**src/rtl/clock_calendar_multialarm.sv**
```systemverilog
// Seconds/minutes/hours plus day/date/month keeper with NUM_ALARMS independent alarm channels.
// Everything advances on the Pulse edge; display outputs are the registers through presentation muxing only.
module clock_calendar_multialarm #(
   parameter int NUM_ALARMS = 2,
   parameter int H24        = 0,
   parameter int SNOOZE_MIN = 9,
   parameter int RING_SECS  = 60,
   parameter int AW         = (NUM_ALARMS > 1) ? $clog2(NUM_ALARMS) : 1
) (
   input  logic                  Pulse,
   input  logic                  Reset,
   input  logic                  Timeset,
   input  logic                  Alarmset,
   input  logic                  Minadv,
   input  logic                  Hrsadv,
   input  logic                  Dayadv,
   input  logic                  Dateadv,
   input  logic                  Monthadv,
   input  logic [AW-1:0]         AlarmSel,
   input  logic [NUM_ALARMS-1:0] AlarmOn,
   input  logic                  Snooze,
   output logic [6:0]            TSec,
   output logic [2:0]            TDay,
   output logic [4:0]            TDate,
   output logic [3:0]            TMonth,
   output logic [6:0]            DispMin,
   output logic [6:0]            DispHrs,
   output logic                  DispPm,
   output logic [NUM_ALARMS-1:0] Ringing,
   output logic                  Buzz
);

   typedef enum logic [1:0] {
      IDLE    = 2'd0,
      RING    = 2'd1,
      SNOOZED = 2'd2
   } ch_state_t;

   localparam logic [7:0]  RING_LOAD  = 8'(RING_SECS - 1);
   localparam logic [11:0] SNOOZE_LOAD = 12'(SNOOZE_MIN * 60 - 1);

   logic [5:0] sec, min;
   logic [4:0] hour;
   logic [2:0] day;
   logic [4:0] date;
   logic [3:0] month;

   logic [5:0] sec_nx, min_nx;
   logic [4:0] hour_nx;
   logic [2:0] day_nx;
   logic [4:0] date_nx;
   logic [3:0] month_nx;

   logic [5:0]  alarm_min [NUM_ALARMS];
   logic [4:0]  alarm_hr  [NUM_ALARMS];
   ch_state_t   ch_state  [NUM_ALARMS];
   ch_state_t   ch_state_nx [NUM_ALARMS];
   logic [7:0]  ring_cnt  [NUM_ALARMS];
   logic [7:0]  ring_cnt_nx [NUM_ALARMS];
   logic [11:0] snz_cnt   [NUM_ALARMS];
   logic [11:0] snz_cnt_nx [NUM_ALARMS];
   logic [NUM_ALARMS-1:0] match;

   logic          alarm_mode;
   logic [AW-1:0] sel_idx;
   logic [5:0]    shown_min;
   logic [4:0]    shown_hr;
   logic [4:0]    hr12;

   function automatic logic [4:0] month_len(input logic [3:0] m);
      case (m)
         4'd2:                     month_len = 5'd28;
         4'd4, 4'd6, 4'd9, 4'd11:  month_len = 5'd30;
         default:                  month_len = 5'd31;
      endcase
   endfunction

   assign alarm_mode = Alarmset & ~Timeset;
   // Out-of-range selects fall back to channel 0 for both display and editing.
   assign sel_idx    = (int'(AlarmSel) < NUM_ALARMS) ? AlarmSel : '0;

   // Time and calendar next state
   always_comb begin
      sec_nx   = sec;
      min_nx   = min;
      hour_nx  = hour;
      day_nx   = day;
      date_nx  = date;
      month_nx = month;
      if (Timeset) begin
         if (Minadv)  min_nx  = (min == 6'd59)  ? 6'd0 : min + 6'd1;
         if (Hrsadv)  hour_nx = (hour == 5'd23) ? 5'd0 : hour + 5'd1;
         if (Dayadv)  day_nx  = (day == 3'd6)   ? 3'd0 : day + 3'd1;
         if (Dateadv) date_nx = (date >= month_len(month)) ? 5'd1 : date + 5'd1;
         if (Monthadv) begin
            month_nx = (month == 4'd12) ? 4'd1 : month + 4'd1;
            if (date_nx > month_len(month_nx)) date_nx = month_len(month_nx);
         end
      end else if (sec != 6'd59) begin
         sec_nx = sec + 6'd1;
      end else begin
         sec_nx = 6'd0;
         if (min != 6'd59) begin
            min_nx = min + 6'd1;
         end else begin
            min_nx = 6'd0;
            if (hour != 5'd23) begin
               hour_nx = hour + 5'd1;
            end else begin
               hour_nx = 5'd0;
               day_nx  = (day == 3'd6) ? 3'd0 : day + 3'd1;
               if (date >= month_len(month)) begin
                  date_nx  = 5'd1;
                  month_nx = (month == 4'd12) ? 4'd1 : month + 4'd1;
               end else begin
                  date_nx = date + 5'd1;
               end
            end
         end
      end
   end

   // Per-channel alarm FSM next state
   always_comb begin
      for (int i = 0; i < NUM_ALARMS; i++) begin
         match[i]       = AlarmOn[i] & ~Timeset & (sec == 6'd0) &
                          (min == alarm_min[i]) & (hour == alarm_hr[i]);
         ch_state_nx[i] = ch_state[i];
         ring_cnt_nx[i] = ring_cnt[i];
         snz_cnt_nx[i]  = snz_cnt[i];
         case (ch_state[i])
            IDLE: begin
               if (match[i]) begin
                  ch_state_nx[i] = RING;
                  ring_cnt_nx[i] = RING_LOAD;
               end
            end
            RING: begin
               if (!AlarmOn[i] || ring_cnt[i] == 8'd0) begin
                  ch_state_nx[i] = IDLE;
                  ring_cnt_nx[i] = 8'd0;
               end else if (Snooze) begin
                  ch_state_nx[i] = SNOOZED;
                  ring_cnt_nx[i] = 8'd0;
                  snz_cnt_nx[i]  = SNOOZE_LOAD;
               end else begin
                  ring_cnt_nx[i] = ring_cnt[i] - 8'd1;
               end
            end
            SNOOZED: begin
               if (!AlarmOn[i]) begin
                  ch_state_nx[i] = IDLE;
                  snz_cnt_nx[i]  = 12'd0;
               end else if (snz_cnt[i] == 12'd0) begin
                  ch_state_nx[i] = RING;
                  ring_cnt_nx[i] = RING_LOAD;
               end else begin
                  snz_cnt_nx[i] = snz_cnt[i] - 12'd1;
               end
            end
            default: begin
               ch_state_nx[i] = IDLE;
               ring_cnt_nx[i] = 8'd0;
               snz_cnt_nx[i]  = 12'd0;
            end
         endcase
      end
   end

   always_ff @(posedge Pulse) begin
      if (Reset) begin
         sec   <= 6'd0;
         min   <= 6'd0;
         hour  <= 5'd0;
         day   <= 3'd0;
         date  <= 5'd1;
         month <= 4'd1;
         for (int i = 0; i < NUM_ALARMS; i++) begin
            alarm_min[i] <= 6'd0;
            alarm_hr[i]  <= 5'd0;
            ch_state[i]  <= IDLE;
            ring_cnt[i]  <= 8'd0;
            snz_cnt[i]   <= 12'd0;
         end
      end else begin
         sec   <= sec_nx;
         min   <= min_nx;
         hour  <= hour_nx;
         day   <= day_nx;
         date  <= date_nx;
         month <= month_nx;
         for (int i = 0; i < NUM_ALARMS; i++) begin
            if (alarm_mode && sel_idx == AW'(i)) begin
               if (Minadv) alarm_min[i] <= (alarm_min[i] == 6'd59) ? 6'd0 : alarm_min[i] + 6'd1;
               if (Hrsadv) alarm_hr[i]  <= (alarm_hr[i] == 5'd23)  ? 5'd0 : alarm_hr[i] + 5'd1;
            end
            ch_state[i] <= ch_state_nx[i];
            ring_cnt[i] <= ring_cnt_nx[i];
            snz_cnt[i]  <= snz_cnt_nx[i];
         end
      end
   end

   // Presentation
   assign shown_min = alarm_mode ? alarm_min[sel_idx] : min;
   assign shown_hr  = alarm_mode ? alarm_hr[sel_idx]  : hour;

   always_comb begin
      hr12 = shown_hr;
      if (shown_hr == 5'd0)       hr12 = 5'd12;
      else if (shown_hr > 5'd12)  hr12 = shown_hr - 5'd12;
   end

   assign TSec    = {1'b0, sec};
   assign TDay    = day;
   assign TDate   = date;
   assign TMonth  = month;
   assign DispMin = {1'b0, shown_min};
   assign DispHrs = (H24 != 0) ? {2'b00, shown_hr} : {2'b00, hr12};
   assign DispPm  = (shown_hr >= 5'd12);

   always_comb begin
      for (int i = 0; i < NUM_ALARMS; i++) Ringing[i] = (ch_state[i] == RING);
   end

   // AlarmOn masks the buzzer immediately, ahead of the FSM leaving RING.
   assign Buzz = |(Ringing & AlarmOn);

endmodule

```
**config.mk**
```make
export PLATFORM = sky130hd
export DESIGN_NAME = clock_calendar_multialarm
export DESIGN_NICKNAME = d
export VERILOG_FILES = /design/src/rtl/clock_calendar_multialarm.sv
export SDC_FILE = /design/constraint.sdc
export NUM_CORES = 1
export LEC_CHECK = 0
export BUFFER_PORTS_ARGS = -buffer_cell sky130_fd_sc_hd__buf_2
export CAP_MARGIN = 20
export CORE_UTILIZATION = 40
export DETAILED_ROUTE_END_ITERATION = 10
export SLEW_MARGIN = 20
export SYNTH_ARGS = -nofsm -noshare
export SYNTH_HDL_FRONTEND = slang
export SYNTH_SLANG_ARGS = --single-unit
```
**constraint.sdc**
```tcl
create_clock -name Pulse -period 7.93 [get_ports Pulse]
set_input_delay 0.793 -clock Pulse [delete_from_list [all_inputs] [get_ports Pulse]]
set_output_delay 0.793 -clock Pulse [all_outputs]
set_load 0.01 [all_outputs]
```
**After elaboration in Yosys (flattened, before gate mapping)**

Memory sizes are Yosys's and may differ from the RTL's.
Cells that the tools add are included.

- Memories kept: 5
- ROM bits: 0
- Flip-flop bits (word level): 29
- Output and inout port bits: 37
- Word-level logic and storage cells: 226
- Latch bits: 0
- Input port bits: 13
- RAM bits: 66

Memories:

| memory | words | bits a word | read ports | clocked after memory_dff | wr ports | line | RTL |
|---|---|---|---|---|---|---|---|
| snz_cnt | 2 | 12 | 2 | 0 | 2 | 60 | `logic [11:0] snz_cnt [NUM_ALARMS];` |
| ring_cnt | 2 | 8 | 2 | 0 | 2 | 58 | `logic [7:0] ring_cnt [NUM_ALARMS];` |
| alarm_min | 2 | 6 | 3 | 0 | 2 | 54 | `logic [5:0] alarm_min [NUM_ALARMS];` |
| alarm_hr | 2 | 5 | 3 | 0 | 2 | 55 | `logic [4:0] alarm_hr [NUM_ALARMS];` |
| ch_state | 2 | 2 | 2 | 0 | 2 | 56 | `ch_state_t ch_state [NUM_ALARMS];` |

- Shifts and indexed selects: 0
- Eq/ne operators: 36
- Bitwise logic cells: 22
- Multipliers: 0
- $add $sub $neg: 15
- Mux-type cells: 114
- Magnitude comparators: 5
- Div/mod/pow operators: 0
- Reductions and logical operators: 23

Operators by type and width:

| operator | count |
|---|---|
| 2-to-1 mux 5 bit | 31 |
| 2-to-1 mux 12 bit | 10 |
| 2-to-1 mux 8 bit | 12 |
| one-hot mux 12 bit (3 select lines) | 2 |
| 2-to-1 mux 6 bit | 11 |
| one-hot mux 8 bit (3 select lines) | 2 |
| 2-to-1 mux 4 bit | 7 |
| adder 6 x 1 -> 6 bit, second input constant | 4 |
| zero test 12 bit | 2 |
| 2-to-1 mux 2 bit | 12 |
| subtractor 12 x 1 -> 12 bit, second input constant | 2 |
| adder 5 x 1 -> 5 bit, second input constant | 4 |
| == test 4 bit, second input constant | 5 |
| == test 6 bit, second input constant | 3 |
| 2-to-1 mux 3 bit | 6 |
| 2-to-1 mux 1 bit | 17 |
| == test 4 x 3 -> 1 bit, second input constant | 4 |
| zero test 8 bit | 2 |
| subtractor 8 x 1 -> 8 bit, second input constant | 2 |
| == test 5 bit, second input constant | 3 |
| == test 6 bit | 2 |
| inequality test 6 bit, second input constant | 2 |
| one-hot mux 2 bit (3 select lines) | 2 |
| == test 5 bit | 2 |
| other kinds (32) | 66 |

**Longest topological paths before layout**

Gate-level depths: netlist (run 1).

- Depth after elaboration: 13
- Mapped depth: 15
- Gate-level depth less buffers: 15

**Least setup slack after synthesis (run 1)**

Ideal clock, no wire load.

- Kind: reg-to-reg
- From: register month[0] (netlist: TMonth[0])
- To: register date[0] (netlist: TDate[0])
- Library setup time: 122 ps
- Arrival: 3253 ps
- Clock period less this slack: 3375 ps
- Setup slack: 4555 ps
- Buffers on the path: 0
- Stages on the path, launching flop included: 15
- Required time: 7808 ps
- Path through: dfxtp_1 inv_1 ha_1 a21oi_1 o22a_1 ha_1 nor3b_2 o31ai_1 mux2i_1 ha_1 nand2_1 o211ai_1 a211o_1 or4_1 a311o_1

- Word-level cells in the longest chain between the ends: 13
- Elaborated cells between the ends (all ways): 38
- Classes of those cells: add/sub (1); order compare (3); eq/ne (11); mux (21); reduce/logical (2)

Ends and longest elaborated chain:

| what | line | RTL |
|---|---|---|
| start: declaration | 46 | `logic [3:0] month;` |
| start signal: assignment | 191 | `month <= month_nx;` |
| == test 4 x 3 -> 1 bit / == test 4 bit (equally long branches) | 71 | `case (m)` |
| OR reduction 4 bit | 71 |  |
| one-hot mux 2 bit (2 select lines) | 71 |  |
| 2-to-1 mux 5 bit (on tied branches) | 94, 107 |  |
| 2-to-1 mux 5 bit (on tied branches) | 90, 103 |  |
| greater-or-equal comparator 5 bit / 2-to-1 mux 5 bit (equally long branches) | 94, 99 |  |
| 2-to-1 mux 5 bit (on tied branches) | 94, 90 |  |
| 2-to-1 mux 5 bit / greater-or-equal comparator 5 bit (equally long branches) | 94, 112 |  |
| 2-to-1 mux 5 bit (on tied branches) | 90, 112 |  |
| greater-than comparator 5 bit / 2-to-1 mux 5 bit (equally long branches) | 97, 107 |  |
| 2-to-1 mux 5 bit (on tied branches) | 97, 103 |  |
| 2-to-1 mux 5 bit (on tied branches) | 95, 99 |  |
| 2-to-1 mux 5 bit * | 90 | `if (Timeset) begin` |
| end signal: assignment | 190 | `date <= date_nx;` |
| end: declaration | 45 | `logic [4:0] date;` |

Every way passes the cells marked *; elsewhere a longest branch is shown, timed or not. The select of a mux whose other input is x is not followed.
A chain may end at the register's enable or synchronous reset.

**Worst setup path in the final report (run 1)**

- From: input Timeset
- To: output DispHrs[2]

- Word-level cells in the longest chain between the ends: 6
- Elaborated cells between the ends (all ways): 8
- Classes of those cells: add/sub (1); order compare (1); mux (3); bitwise (2); reduce/logical (1)

Ends and longest elaborated chain:

| what | line | RTL |
|---|---|---|
| start: declaration | 12 | `input logic Timeset,` |
| inverter 1 bit * | 78 | `assign alarm_mode = Alarmset & ~Timeset;` |
| bitwise AND 1 bit * | 78 |  |
| 2-to-1 mux 5 bit * | 206 | `assign shown_hr = alarm_mode ? alarm_hr[sel_idx] : hour;` |
| subtractor 5 x 4 -> 5 bit / greater-than comparator 5 x 4 -> 1 bit (equally long branches) | 211 | `else if (shown_hr > 5'd12) hr12 = shown_hr - 5'd12;` |
| 2-to-1 mux 5 bit | 211 |  |
| 2-to-1 mux 5 bit * | 210 | `if (shown_hr == 5'd0) hr12 = 5'd12;` |
| end: declaration | 27 | `output logic [6:0] DispHrs,` |

Every way passes the cells marked *; elsewhere a longest branch is shown, timed or not.

==> results.md, run 1 <==
* Proportion of layout cells with a drive suffix above 1 at 11.21%
* YS warnings at 0
* Accumulated negative setup slack at 0 ns
* Final worst path period share at around 48%
* Final layout net count at around 850
* Pre-antenna DRT Iters at 5
* Fraction of the mapped netlist area in compound gates at a little under a quarter
* Pin count of the biggest net entering global routing at 63
* Number of nets still failing antenna checks after routing at 0
* Post-CTS Setup Repair Bufs at 0
* Floorplan row count at 46
* Clock net sink count at between 90 and 100
* Leakage power at between 2 and 3 nW
* Req. time, crit path at slightly above 7 ns
* Xor/xnor cell area share of the yosys netlist at under 10%
* Clock skew after layout at around 0.0065 ns
* Routed wirelength normalized by instance count at about 16 um
* Category of the most critical setup path: input port to primary output
* Critical path startpoint category: input port
* Unrepaired setup endpoints after global routing: no
* Number of flops mapped to enable cells by yosys at 22
* Power per cell area at about 200 nW/um^2
* Die Footprint at around 17,000 um^2
* Antenna violations before repair at 0
* Max-capacitance violation count at 0
* Worst hold-check path type: flop to flop
* Final count of hold timing violations at 0
* Height of the die at around 130 um
* Worst IR drop on VDD at ~0.00014 V
* Nature of the critical path endpoint: primary output
* Clock tree from TritonCTS: done
* IO Pins at 50
* Post-Syn Area at ~6600 um^2
* Starting Density at approximately two fifths
* Post-synthesis cell type count at 74
* Slew Limit Fails at 0
* Transition at the pin with the smallest max-transition slack at roughly 0.95 ns
* Clock slew at reported path FFs at 0.06 ns
* Dominant cell type by area after synthesis: sky130_fd_sc_hd__dfxtp_1
* Share of cell area taken by muxes after synthesis at approximately 3.5%
* Number of setup violations in the final report at 0
* Layout Area Growth over Synthesis at 9.523%
* Antenna Diode Count at 0
* DRC violations left at 0
* Count of vias placed by the detailed router at ~6.0k
* Die X-Extent at roughly 130 um
* Cell with the most instances after synthesis: sky130_fd_sc_hd__dfxtp_1
* Highest attainable clock frequency at 262.2 MHz
* Worst slack at placement at between 4 and 5 ns
* Area fraction of the dominant cell type after synthesis at between 20% and 30%
* Relative slew slack at between 30 and 40%
* Top cells by instance count after synthesis: 73 x sky130_fd_sc_hd__dfxtp_1, 70 x sky130_fd_sc_hd__nor2_1, 58 x sky130_fd_sc_hd__nand2_1, 56 x sky130_fd_sc_hd__a21oi_1, 44 x sky130_fd_sc_hd__o21ai_0
* Worst setup margin at 4.116 ns
* Number of cells produced by synthesis at just under 800
* Total global routing track utilization at between 20% and 30%
* Hold_buf cts at 0
* Crit path time final at ~3.8 ns
* Mean number of vias per cell at ~5.9
* Number of global-route vias before repair at 5,774
* Root buffer selected by CTS: sky130_fd_sc_hd__clkbuf_16
* Critical path arrival at 3.02 ns
* Proportion of register bits with asynchronous set or reset after synthesis at 0%
* Seq cells post-synth at between 90 and 100
* Sequential cell area fraction in the yosys report at 32.37%
* Core Area at 15,940 um^2
* Number of buffers created by CTS at 9
* Layout filler cell count at approximately 1.6k
* Adder-Cell Fraction of Synth Area at 6.679%
* Main synth FF type: sky130_fd_sc_hd__dfxtp_1
* Post-Syn Area per Cell at between 8 and 9 um^2
* Global placer's final weighted congestion at 0.8762
* Ranking of synthesized cells by area: sky130_fd_sc_hd__dfxtp_1 22%, sky130_fd_sc_hd__edfxtp_1 10%, sky130_fd_sc_hd__ha_1 6.7%
* Largest fanout on the critical path at 25
* Result of the run: complete, no violations
* Maximum level of the CTS H-tree at 3
* Global-route wire length before repair at 27,950 um
* Simple-gate area share of the yosys netlist at 22.50%
* Maximum count of clock buffers along a single path at 2
* Clock Latency Late Sink at around 0.35 ns
* Initial detailed-routing violation count at 489
* Aggregate routed wire length at about 17,000 um
* HPWL after detailed placement at between 10,000 and 15,000 um
* Grt total ovfl at 0
* Number of I/O port buffers at between 40 and 50
* Main combinational cell family by area after synthesis: compound AO/OA/AOI/OAI gates
* Post-cts repair resize count at 0
critical path, stage by stage:
cell,delay [ns]
sky130_fd_sc_hd__buf_2,0.25
sky130_fd_sc_hd__nor2b_1,0.48
sky130_fd_sc_hd__mux2_2,0.45
sky130_fd_sc_hd__nor3_1,0.49
sky130_fd_sc_hd__a211oi_1,0.15
sky130_fd_sc_hd__o21ai_0,0.22
sky130_fd_sc_hd__buf_2,0.18
power by group:
group          switching (mW)  internal, mW
clock network           0.194         0.274
logic                   0.243         0.146
registers              0.0417         0.525
total                   0.479         0.945
final cells by class:
type / instances / area [um^2] / area share [%]
clock buffer: 9 / 225.2 / 3.136
timing repair buffer: 47 / 240.2 / 3.346
clock inverter: 7 / 87.58 / 1.220
tap: 216 / 270.3 / 3.764
multi-input combinational: 609 / 4100 / 57.10
sequential: 95 / 2122 / 29.55
inverter: 36 / 135.1 / 1.882
cells in the final DEF, fill, tap and decap left out, types with 4 or more instances in the layout:
master,netlist,final
sky130_fd_sc_hd__nand2b_1,5,5
sky130_fd_sc_hd__mux2i_1,15,15
sky130_fd_sc_hd__a211o_1,5,5
sky130_fd_sc_hd__o21ai_0,44,44
sky130_fd_sc_hd__nor3b_1,6,6
sky130_fd_sc_hd__inv_1,36,36
sky130_fd_sc_hd__nand3b_1,4,4
sky130_fd_sc_hd__nand2_1,58,58
sky130_fd_sc_hd__edfxtp_1,22,22
sky130_fd_sc_hd__and3_1,7,7
sky130_fd_sc_hd__o31ai_1,12,12
sky130_fd_sc_hd__a211oi_1,15,15
sky130_fd_sc_hd__a311o_1,6,6
sky130_fd_sc_hd__buf_2,12,45
sky130_fd_sc_hd__o21ai_1,4,4
sky130_fd_sc_hd__conb_1,1,4
sky130_fd_sc_hd__a21o_1,6,6
sky130_fd_sc_hd__nand4b_1,8,8
sky130_fd_sc_hd__or4_1,7,7
sky130_fd_sc_hd__o211ai_1,7,7
sky130_fd_sc_hd__nand4_1,19,19
sky130_fd_sc_hd__o311ai_0,7,7
sky130_fd_sc_hd__nor2_1,70,70
sky130_fd_sc_hd__nand3_1,22,22
sky130_fd_sc_hd__nor4_1,9,9
sky130_fd_sc_hd__mux2_2,7,7
sky130_fd_sc_hd__o41ai_1,6,6
sky130_fd_sc_hd__nor2b_1,7,7
sky130_fd_sc_hd__dfxtp_1,73,73
sky130_fd_sc_hd__a31o_2,6,6
sky130_fd_sc_hd__or3_1,10,10
sky130_fd_sc_hd__ha_1,35,35
sky130_fd_sc_hd__nor3_1,30,29
sky130_fd_sc_hd__clkbuf_16,0,9
sky130_fd_sc_hd__xor2_1,13,13
sky130_fd_sc_hd__a21oi_1,56,56
sky130_fd_sc_hd__xnor2_1,37,37
sky130_fd_sc_hd__o41ai_2,4,4
sky130_fd_sc_hd__and2_1,6,6
sky130_fd_sc_hd__a31oi_1,6,6
per-stage QoR:
stage	hold WS, ns	util, %	total power [mW]	instance area [um^2]	cells
floorplan	0.4497	-	0.8634	6568	788
global placement	0.4690	43.05	0.9461	6863	1003
detailed placement	0.4678	43.08	0.9613	6868	1003
CTS	0.4769	45.04	1.432	7181	1019
global route	0.5203	45.04	1.502	7181	1019
finish	0.4737	45.04	1.424	7181	1019
flip-flops by register name (all words and copies together) (netlist names), 5 cells and up:
register,count
sec,6
alarm_hr,10
hour,5
min,6
snz_cnt,24
ring_cnt,16
TDate,5
alarm_min,12
final timing paths:
kind	from	depth (start not counted)	slack, ns	end
max reg2reg	TMonth[0]$_SDFFE_PP1P_	14	4.28	TDate[0]$_SDFFE_PP1P_
min	snz_cnt[0][10]$_SDFFE_PP0P_	2	0.47	snz_cnt[0][10]$_SDFFE_PP0P_
max	Timeset	7	4.12	DispHrs[2]
min reg2reg	snz_cnt[0][10]$_SDFFE_PP0P_	2	0.47	snz_cnt[0][10]$_SDFFE_PP0P_
metal layers:
layer,global-route usage [%],up-vias,share of wire (%)
met5,0,-,0
met4,8.618,0,2.2
met3,2.747,31,4.1
met2,33.67,160,46
met1,27.51,2908,48
li1,-,2945,-
cells by family after synthesis:
group / after synthesis
AOI/OAI and AO/OA: 215
xor gates and xnor gates: 50
adders and majority gates: 35
buffers and inverters: 84
DFF: 95
muxes: 22
other: 1
and+or+nand+nor: 283
Power figures use the tool's default switching activity.
==> run 2: changes to the inputs <==
Clock period 7.93 ns to 3.2 ns, I/O delays scaled along.
==> results.md, run 2 (synthesized netlist as in run 1, its figures left out) <==
* Result of the run: finished with violations
* Violated checks: negative setup slack
* Grt total ovfl at 0
* Overall Power at 3.666 mW
* Worst slack at placement at -0.2635 ns
* Final layout net count at between 800 and 900
* Antenna violations before repair at 0
* Post-route cell area at ~7500 um^2
* Transition at the pin with the smallest max-transition slack at between 0.9 and 1 ns
* Layout Area Growth over Synthesis at 13.80%
* Worst IR drop on VDD at about 0.00032 V
* Maximum level of the CTS H-tree at 3
* Largest fanout on the critical path at 3
* Worst setup margin at -0.1721 ns
* Clock Latency Late Sink at about 0.36 ns
* Critical path startpoint category: flop
* Unrepaired setup endpoints after global routing: yes
* Placed Instance Area at around 7000 um^2
* Proportion of layout cells with a drive suffix above 1 at between 10% and 20%
* HPWL after detailed placement at 12,350 um
* Clock tree from TritonCTS: done
* Number of flip-flops under the largest register name at 24
* Pin count of the biggest net entering global routing at 62
* Clock net sink count at 95
* Die Footprint at between 15,000 and 20,000 um^2
* Count of vias placed by the detailed router at roughly 6.2k
* Leading registers by flop count: snz_cnt: 24 flops, ring_cnt: 16 flops, alarm_min: 12 flops
* Pre-antenna DRT Iters at 5
* Req. time, crit path at 3.45 ns
* Post-layout utilization of the core at between 40% and 50%
* Starting Density at between 40% and 50%
* Final worst path period share at 105.4%
* Number of I/O port buffers at 45
* Root buffer selected by CTS: sky130_fd_sc_hd__clkbuf_16
* Register with the most flip-flops: snz_cnt
* Count of non-filler cells in the finished layout at between 1k and 1.5k
* Number of setup violations in the final report at 1
* DRC violations left at 0
* Commonest non-fill, non-tap cells in the layout: 71 x sky130_fd_sc_hd__dfxtp_1, 70 x sky130_fd_sc_hd__nor2_1, 58 x sky130_fd_sc_hd__nand2_1
* Max-capacitance violation count at 0
* Clock slew at reported path FFs at 0.07 ns
* Initial detailed-routing violation count at about 430
* Final count of hold timing violations at 0
* Mean number of vias per cell at between 5 and 6
* Total global routing track utilization at about a fifth
* Floorplan row count at 46
* Global-route wire length before repair at between 20,000 and 30,000 um
* Height of the die at roughly 130 um
* Crit path time final at about 3.4 ns
* Category of the most critical setup path: flop to flop
* Die X-Extent at roughly 130 um
* Layout filler cell count at approximately 1.6k
* Maximum count of clock buffers along a single path at 2
* Antenna Diode Count at 0
* WHS at 0.3735 ns
* Highest attainable clock frequency at between 200 and 300 MHz
* Clock skew after layout at between 0.01 and 0.015 ns
* Relative slew slack at between 30% and 40%
* Worst hold-check path type: input port to flop
* Most common cell after layout, fill and taps aside: sky130_fd_sc_hd__dfxtp_1
* Leakage power at 2.820 nW
* Number of global-route vias before repair at between 5k and 6k
* Aggregate routed wire length at between 15,000 and 20,000 um
* Routed wirelength normalized by instance count at between 15 and 20 um
* Power per cell area at between 400 and 500 nW/um^2
* Number of nets still failing antenna checks after routing at 0
* Slew Limit Fails at 0
* Global placer's final weighted congestion at around 0.86
* Number of buffers created by CTS at 9
* Critical path arrival at about 3.6 ns
* Nature of the critical path endpoint: flop
* IO Pins at 50
* Accumulated negative setup slack at -0.1721 ns
* Placed Cells at ~1k
* Core Area at between 15,000 and 20,000 um^2
-- run 2: changes by cell type in the layout (fill, tap and decap cells not counted), sizes merged --
cell	change
buf	+24
clkbuf	+1
clkinvlp	-2
inv	+1
-- run 2: critical path, stage by stage, from the launching register on --
cell	delay (ns)
sky130_fd_sc_hd__dfxtp_4	0.37
sky130_fd_sc_hd__buf_4	0.11
sky130_fd_sc_hd__ha_1	0.15
sky130_fd_sc_hd__nor2_1	0.04
sky130_fd_sc_hd__o22a_1	0.21
sky130_fd_sc_hd__ha_4	0.29
sky130_fd_sc_hd__nor3b_4	0.05
sky130_fd_sc_hd__or3_4	0.40
sky130_fd_sc_hd__nand3_4	0.09
sky130_fd_sc_hd__nand2_1	0.08
sky130_fd_sc_hd__ha_1	0.19
sky130_fd_sc_hd__nor2b_1	0.16
sky130_fd_sc_hd__o211ai_1	0.13
sky130_fd_sc_hd__a211o_1	0.26
sky130_fd_sc_hd__or4_1	0.40
sky130_fd_sc_hd__a311o_1	0.32
-- run 2: path summary, 6_finish.rpt --
kind / slack, ns / start / depth (start not counted) / end
worst max-delay path: -0.17 / TMonth[0]$_SDFFE_PP1P_ / 15 / TDate[0]$_SDFFE_PP1P_
worst min-delay path: 0.37 / Snooze / 3 / ch_state[0][1]$_SDFFE_PP0P_
worst max register to register: -0.17 / TMonth[0]$_SDFFE_PP1P_ / 15 / TDate[0]$_SDFFE_PP1P_
worst min register to register: 0.48 / snz_cnt[0][10]$_SDFFE_PP0P_ / 2 / snz_cnt[0][10]$_SDFFE_PP0P_
-- run 2: final cells by class --
| class | instances | area, um^2 | share of cell area [%] |
|---|---|---|---|
| clock inverters | 6 | 90.09 | 1.207 |
| multi-input cells | 609 | 4165 | 55.83 |
| flip-flops and latches | 95 | 2127 | 28.51 |
| clock buffers | 10 | 250.2 | 3.354 |
| well taps | 216 | 270.3 | 3.622 |
| repair buffers | 71 | 420.4 | 5.635 |
| inverters | 36 | 137.6 | 1.845 |
-- run 2: repair_timing --
action / 4_1_cts / 5_1_grt
gates cloned: 0 / 0
pin swaps: 10 / 0
resized for setup: 6 / 6
setup endpoints to repair: 2 / 2
hold buffers: 0 / 0
endpoints found under the hold margin: 0 / 0
buffers inserted: 4 / 0
-- run 2: power by group --
group / leakage, nW / internal [mW] / switching (mW) / total, mW
Combinational: 1.84 / 0.398 / 0.635 / 1.03
Clock: 0.164 / 0.735 / 0.500 / 1.24
Sequential: 0.821 / 1.30 / 0.0972 / 1.40
Total: 2.82 / 2.43 / 1.23 / 3.67
-- run 2: layer usage --
layer,vias up,global-route usage [%],wire (um)
met5,-,0,0
met4,0,7.114,339
met3,31,4.715,943
met2,193,34.70,8197
met1,2951,27.00,7906
li1,2985,-,-
